### src/rtl/mem_arbiter.sv
// Two-port round-robin arbiter and sequencer in front of a single-port valid/ready memory.
// One access at a time: IDLE grants a port, ISSUE waits for ready or watchdog, RESP reports.
module mem_arbiter #(
   parameter int WIDTH      = 16,
   parameter int DEPTH      = 16,
   parameter int ADDR_WIDTH = $clog2(DEPTH),
   parameter int TIMEOUT    = 16
) (
   input  logic                  clk_i,
   input  logic                  rst_i,
   input  logic                  p0_valid_i,
   input  logic                  p0_wr_rd_i,
   input  logic [ADDR_WIDTH-1:0] p0_addr_i,
   input  logic [WIDTH-1:0]      p0_wdata_i,
   output logic                  p0_done_o,
   output logic                  p0_err_o,
   output logic [WIDTH-1:0]      p0_rdata_o,
   input  logic                  p1_valid_i,
   input  logic                  p1_wr_rd_i,
   input  logic [ADDR_WIDTH-1:0] p1_addr_i,
   input  logic [WIDTH-1:0]      p1_wdata_i,
   output logic                  p1_done_o,
   output logic                  p1_err_o,
   output logic [WIDTH-1:0]      p1_rdata_o,
   output logic [ADDR_WIDTH-1:0] mem_addr_o,
   output logic                  mem_wr_rd_o,
   output logic [WIDTH-1:0]      mem_wdata_o,
   output logic                  mem_valid_o,
   input  logic                  mem_ready_i,
   input  logic [WIDTH-1:0]      mem_rdata_i,
   output logic                  busy_o,
   output logic                  grant_o
);
   localparam int WD_W = $clog2(TIMEOUT + 1);
   localparam logic [WD_W-1:0] WD_LAST = WD_W'(TIMEOUT - 1);

   typedef enum logic [1:0] {IDLE = 2'd0, ISSUE = 2'd1, RESP = 2'd2} state_t;

   state_t                  state_q, state_d;
   logic [WD_W-1:0]         wd_q, wd_d;
   logic                    ptr_q, ptr_d;
   logic                    grant_q, grant_d;
   logic                    err_q, err_d;
   logic                    busy_q, busy_d;
   logic                    mem_valid_q, mem_valid_d;
   logic                    mem_wr_rd_q, mem_wr_rd_d;
   logic [ADDR_WIDTH-1:0]   mem_addr_q, mem_addr_d;
   logic [WIDTH-1:0]        mem_wdata_q, mem_wdata_d;
   logic [WIDTH-1:0]        rdata0_q, rdata0_d;
   logic [WIDTH-1:0]        rdata1_q, rdata1_d;
   logic [1:0]              done_q, done_d;
   logic [1:0]              perr_q, perr_d;
   logic                    req_any_s;
   logic                    pick_s;
   logic                    expire_s;

   assign req_any_s = p0_valid_i | p1_valid_i;
   assign expire_s  = (wd_q == WD_LAST);

   // Port selection: the pointer only matters when both ports are asking.
   always_comb begin
      pick_s = 1'b0;
      if (p0_valid_i && p1_valid_i) begin
         pick_s = ptr_q;
      end else begin
         pick_s = p1_valid_i;
      end
   end

   // State and output registers.
   always_ff @(posedge clk_i) begin
      if (rst_i) begin
         state_q     <= IDLE;
         wd_q        <= '0;
         ptr_q       <= 1'b0;
         grant_q     <= 1'b0;
         err_q       <= 1'b0;
         busy_q      <= 1'b0;
         mem_valid_q <= 1'b0;
         mem_wr_rd_q <= 1'b0;
         mem_addr_q  <= '0;
         mem_wdata_q <= '0;
         rdata0_q    <= '0;
         rdata1_q    <= '0;
         done_q      <= 2'b00;
         perr_q      <= 2'b00;
      end else begin
         state_q     <= state_d;
         wd_q        <= wd_d;
         ptr_q       <= ptr_d;
         grant_q     <= grant_d;
         err_q       <= err_d;
         busy_q      <= busy_d;
         mem_valid_q <= mem_valid_d;
         mem_wr_rd_q <= mem_wr_rd_d;
         mem_addr_q  <= mem_addr_d;
         mem_wdata_q <= mem_wdata_d;
         rdata0_q    <= rdata0_d;
         rdata1_q    <= rdata1_d;
         done_q      <= done_d;
         perr_q      <= perr_d;
      end
   end

   // Next-state logic.
   always_comb begin
      state_d = state_q;
      case (state_q)
         IDLE:    if (req_any_s) state_d = ISSUE; else state_d = IDLE;
         ISSUE:   if (mem_ready_i || expire_s) state_d = RESP; else state_d = ISSUE;
         RESP:    state_d = IDLE;
         default: state_d = IDLE;
      endcase
   end

   // Next values of the registered outputs; a ready in the expiry cycle counts as success.
   always_comb begin
      wd_d        = wd_q;
      ptr_d       = ptr_q;
      grant_d     = grant_q;
      err_d       = err_q;
      mem_valid_d = mem_valid_q;
      mem_wr_rd_d = mem_wr_rd_q;
      mem_addr_d  = mem_addr_q;
      mem_wdata_d = mem_wdata_q;
      rdata0_d    = rdata0_q;
      rdata1_d    = rdata1_q;
      done_d      = 2'b00;
      perr_d      = 2'b00;
      busy_d      = (state_d != IDLE);
      case (state_q)
         IDLE: begin
            if (req_any_s) begin
               grant_d     = pick_s;
               mem_valid_d = 1'b1;
               mem_wr_rd_d = pick_s ? p1_wr_rd_i : p0_wr_rd_i;
               mem_addr_d  = pick_s ? p1_addr_i  : p0_addr_i;
               mem_wdata_d = pick_s ? p1_wdata_i : p0_wdata_i;
               wd_d        = '0;
            end else begin
               mem_valid_d = 1'b0;
            end
         end
         ISSUE: begin
            if (mem_ready_i) begin
               mem_valid_d = 1'b0;
               err_d       = 1'b0;
               if (!mem_wr_rd_q && grant_q) begin
                  rdata1_d = mem_rdata_i;
               end else if (!mem_wr_rd_q) begin
                  rdata0_d = mem_rdata_i;
               end else begin
                  rdata0_d = rdata0_q;
               end
            end else if (expire_s) begin
               mem_valid_d = 1'b0;
               err_d       = 1'b1;
            end else begin
               wd_d = wd_q + 1'b1;
            end
         end
         RESP: begin
            done_d = grant_q ? 2'b10 : 2'b01;
            perr_d = grant_q ? {err_q, 1'b0} : {1'b0, err_q};
            ptr_d  = ~grant_q;
         end
         default: begin
            mem_valid_d = 1'b0;
         end
      endcase
   end

   assign p0_done_o   = done_q[0];
   assign p1_done_o   = done_q[1];
   assign p0_err_o    = perr_q[0];
   assign p1_err_o    = perr_q[1];
   assign p0_rdata_o  = rdata0_q;
   assign p1_rdata_o  = rdata1_q;
   assign mem_addr_o  = mem_addr_q;
   assign mem_wr_rd_o = mem_wr_rd_q;
   assign mem_wdata_o = mem_wdata_q;
   assign mem_valid_o = mem_valid_q;
   assign busy_o      = busy_q;
   assign grant_o     = grant_q;

endmodule

### config.mk
export PLATFORM = sky130hd
export DESIGN_NAME = mem_arbiter
export DESIGN_NICKNAME = d
export VERILOG_FILES = /design/src/rtl/mem_arbiter.sv
export SDC_FILE = /design/constraint.sdc
export NUM_CORES = 1
export LEC_CHECK = 0
export BUFFER_PORTS_ARGS = -buffer_cell sky130_fd_sc_hd__buf_2
export CAP_MARGIN = 20
export CORE_ASPECT_RATIO = 0.5
export CORE_UTILIZATION = 36
export DETAILED_ROUTE_END_ITERATION = 6
export GPL_TIMING_DRIVEN = 1
export PLACE_DENSITY = 0.73
export SYNTH_ARGS = -nofsm -noshare
export SYNTH_HDL_FRONTEND = slang
export SYNTH_SLANG_ARGS = --single-unit
### constraint.sdc
create_clock -name clk_i -period 2.85 [get_ports clk_i]
set_input_delay 0.57 -clock clk_i [delete_from_list [all_inputs] [get_ports clk_i]]
set_output_delay 0.57 -clock clk_i [all_outputs]
set_load 0.005 [all_outputs]
==> metrics <==
CP max stage delay=around 0.64 ns; worst hold slack=roughly 0.47 ns; Worst Hold Class=flip-flop to flip-flop; gp weighted congestion=0.771; peak supply drop=298 uV; most common cell after layout, fill and taps aside=buf_2; achievable frequency=0.432 GHz; largest cells by area after synthesis=dfxtp_1 (45%), mux2i_1 (11%), nand2b_1 (10%); Bufs and invs on worst path=0; total die area=roughly 0.009 mm2; layout cell share with drive strength beyond 1=34.3%; number of port buffers=122; Final setup viols=0; synth warn=0; CP max stage cell=or4b_1; crit path launch type=flip-flop; RSZ-0062 raised after global routing=no; number of flops mapped to enable cells by yosys=0; grt total ovfl=0; maximum clock path buffer count=2; Most used DFF post-synth=dfxtp_1; Setup CP Type=flip-flop to flip-flop; FFs w/ async S/R, synth=0%; Clock transition at path regs=0.06 ns; Routed Antenna Nets=0; Synth Cell Area=0.00304 mm2; register area share after synthesis=45.5%; initial antenna violation count=0; antenna diode count=0; Yosys reg bits=69; Final min period=between 2 and 2.5 ns; Avg Inst Size Synth=9.50 um2; DRT Pass-1 Iters=4; Post-CTS Resized=0; critical path cell sequence=ha_1 > and3_1 > ha_1 > or4b_1 > or4b_1 > a21oi_1; DP HPWL=5140 um; Slew @ Worst Pin=0.824 ns; vias in the first global route=2358; post-synth top area share=45.5%; CP Capture Type=flip-flop; worst path required time=slightly above 3 ns; Setup Buffers After CTS=0; Max FO, Critical Path=7; die width=roughly 130 um; max-cap violations=0; Post-DP Area=0.00373 mm2; ratio of final minimum period to clock period=81.3%; Root Driver=clkbuf_16; Slew Viols, Final=0; clk_skew=0.00587 ns; Syn Nets=385; PD cells=616 mW/mm2; area added between synthesis and finish=32.6%; later-pin clock latency in the skew report=~0.33 ns; Via density=4.99; DRC=0; CTS Hold Bufs=0; die height=67.0 um; fin area=0.00403 mm2; post-synthesis cell count=320; first-pass GRT wire length=11400 um; CTS tree=done; FP Rows=23; Synth area leader=dfxtp_1; commonest cells after routing, fill and taps aside=buf_2 (122), dfxtp_1 (69), nand2b_1 (51); Worst Path Arrival=2.57 ns; fin nets=495; family with the most delay on the worst path=simple AND/OR/NAND/NOR gates; Total Neg Setup Slack=0 ns; Distinct cells, synth=31; Via Count=2732; WL final=approximately 7600 um; WL/cell=13.8 um; largest net degree at the start of global routing=53; core area=~0.008 mm2; initial core utilization=37.6%; status=finished clean; Sinks on Clock Net=69; cts bufs inserted=9; IO Pins=between 100 and 150; Leakage=about 0.0018 uW; Rel. slew slack=between 40% and 50%; Iter 0 DRT Violations=123; final hold violation count=0; H-tree levels=3; overall routing resource usage=16.7%
==> cells in the mapped netlist, types with 3 or more instances <==
library cell  number
nor2_1             5
dfxtp_1           69
mux2i_1           32
a21oi_1           31
buf_2              3
inv_1              3
nand3b_1          22
nand2b_1          51
clkbuf_1          26
o211ai_1           3
o21ai_0           24
a311oi_1          23
==> power by group <==
group / total [uW] / internal [uW] / switching (uW)
clock network: 1110 / 681 / 430
logic: 317 / 152 / 166
registers: 1050 / 1020 / 35.0
==> cell families (layout without fill, tap and decap cells) <==
logic type               count (synthesis)  count (layout)  share of synthesized area, %
AND/OR/NAND/NOR                        100             100                          21.6
AO/OA/AOI/OAI                           84              84                          17.3
flip-flops                              69              69                          45.5
buffers and inverters                   33             148                          4.32
multiplexers                            32              32                          10.5
adder cells (fa/ha/maj)                  2               2                         0.823
==> stage by stage <==
step | worst slack, ns | instances | util (%) | total power, uW
floorplan | 0.662 | 320 | - | 1250
global placement | 0.597 | 531 | 46.1 | 1390
detailed placement | 0.558 | 531 | 46.1 | 1400
CTS | 0.539 | 547 | 49.8 | 2520
global route | 0.395 | 547 | 49.8 | 2590
finish | 0.533 | 547 | 49.8 | 2480
==> state kept, by name, indices dropped and copies added, names as in the netlist <==
name and count:
mem_wr_rd_o 1, mem_wdata_o 16, state_q 2, grant_o 1, err_q 1, mem_valid_o 1
busy_o 1, perr_q 2, mem_addr_o 4, p0_rdata_o 16, done_q 2, ptr_q 1
wd_q 5, p1_rdata_o 16
==> metal layers <==
| layer | wire length (um) | track usage, % | share of wire (%) | vias up |
|---|---|---|---|---|
| met5 | 0 | 0 | 0 | - |
| met4 | 108 | 7.12 | 1.4 | 0 |
| met3 | 424 | 5.18 | 5.6 | 13 |
| met2 | 3660 | 29.5 | 48 | 75 |
| met1 | 3370 | 19.0 | 45 | 1269 |
| li1 | - | - | - | 1375 |
==> worst reg2reg max path, stage by stage, from the launching register on <==
cell	delay, ns
dfxtp_1	0.34
ha_1	0.23
and3_1	0.18
ha_1	0.21
or4b_1	0.64
or4b_1	0.50
a21oi_1	0.15
==> final cells by class <==
| class | count | area, um2 |
|---|---|---|
| Fill cell | 787 | 4060 |
| Multi-Input combinational cell | 218 | 1530 |
| Sequential cell | 69 | 1380 |
| Timing Repair Buffer | 129 | 663 |
| Clock buffer | 9 | 225 |
| Tap cell | 112 | 140 |
| Clock inverter | 7 | 73.8 |
| Inverter | 3 | 11.3 |
==> path summary, 6_finish.rpt <==
path | cells after the start | slack [ns] | start | end
worst max-delay path | 6 | 0.53 | wd_q[0] | wd_q[4]
worst min-delay path | 2 | 0.47 | p0_rdata_o[15] | p0_rdata_o[15]
worst max register to register | 6 | 0.53 | wd_q[0] | wd_q[4]
worst min register to register | 2 | 0.47 | p0_rdata_o[15] | p0_rdata_o[15]
No activity file was read; power rests on OpenSTA's default activity.
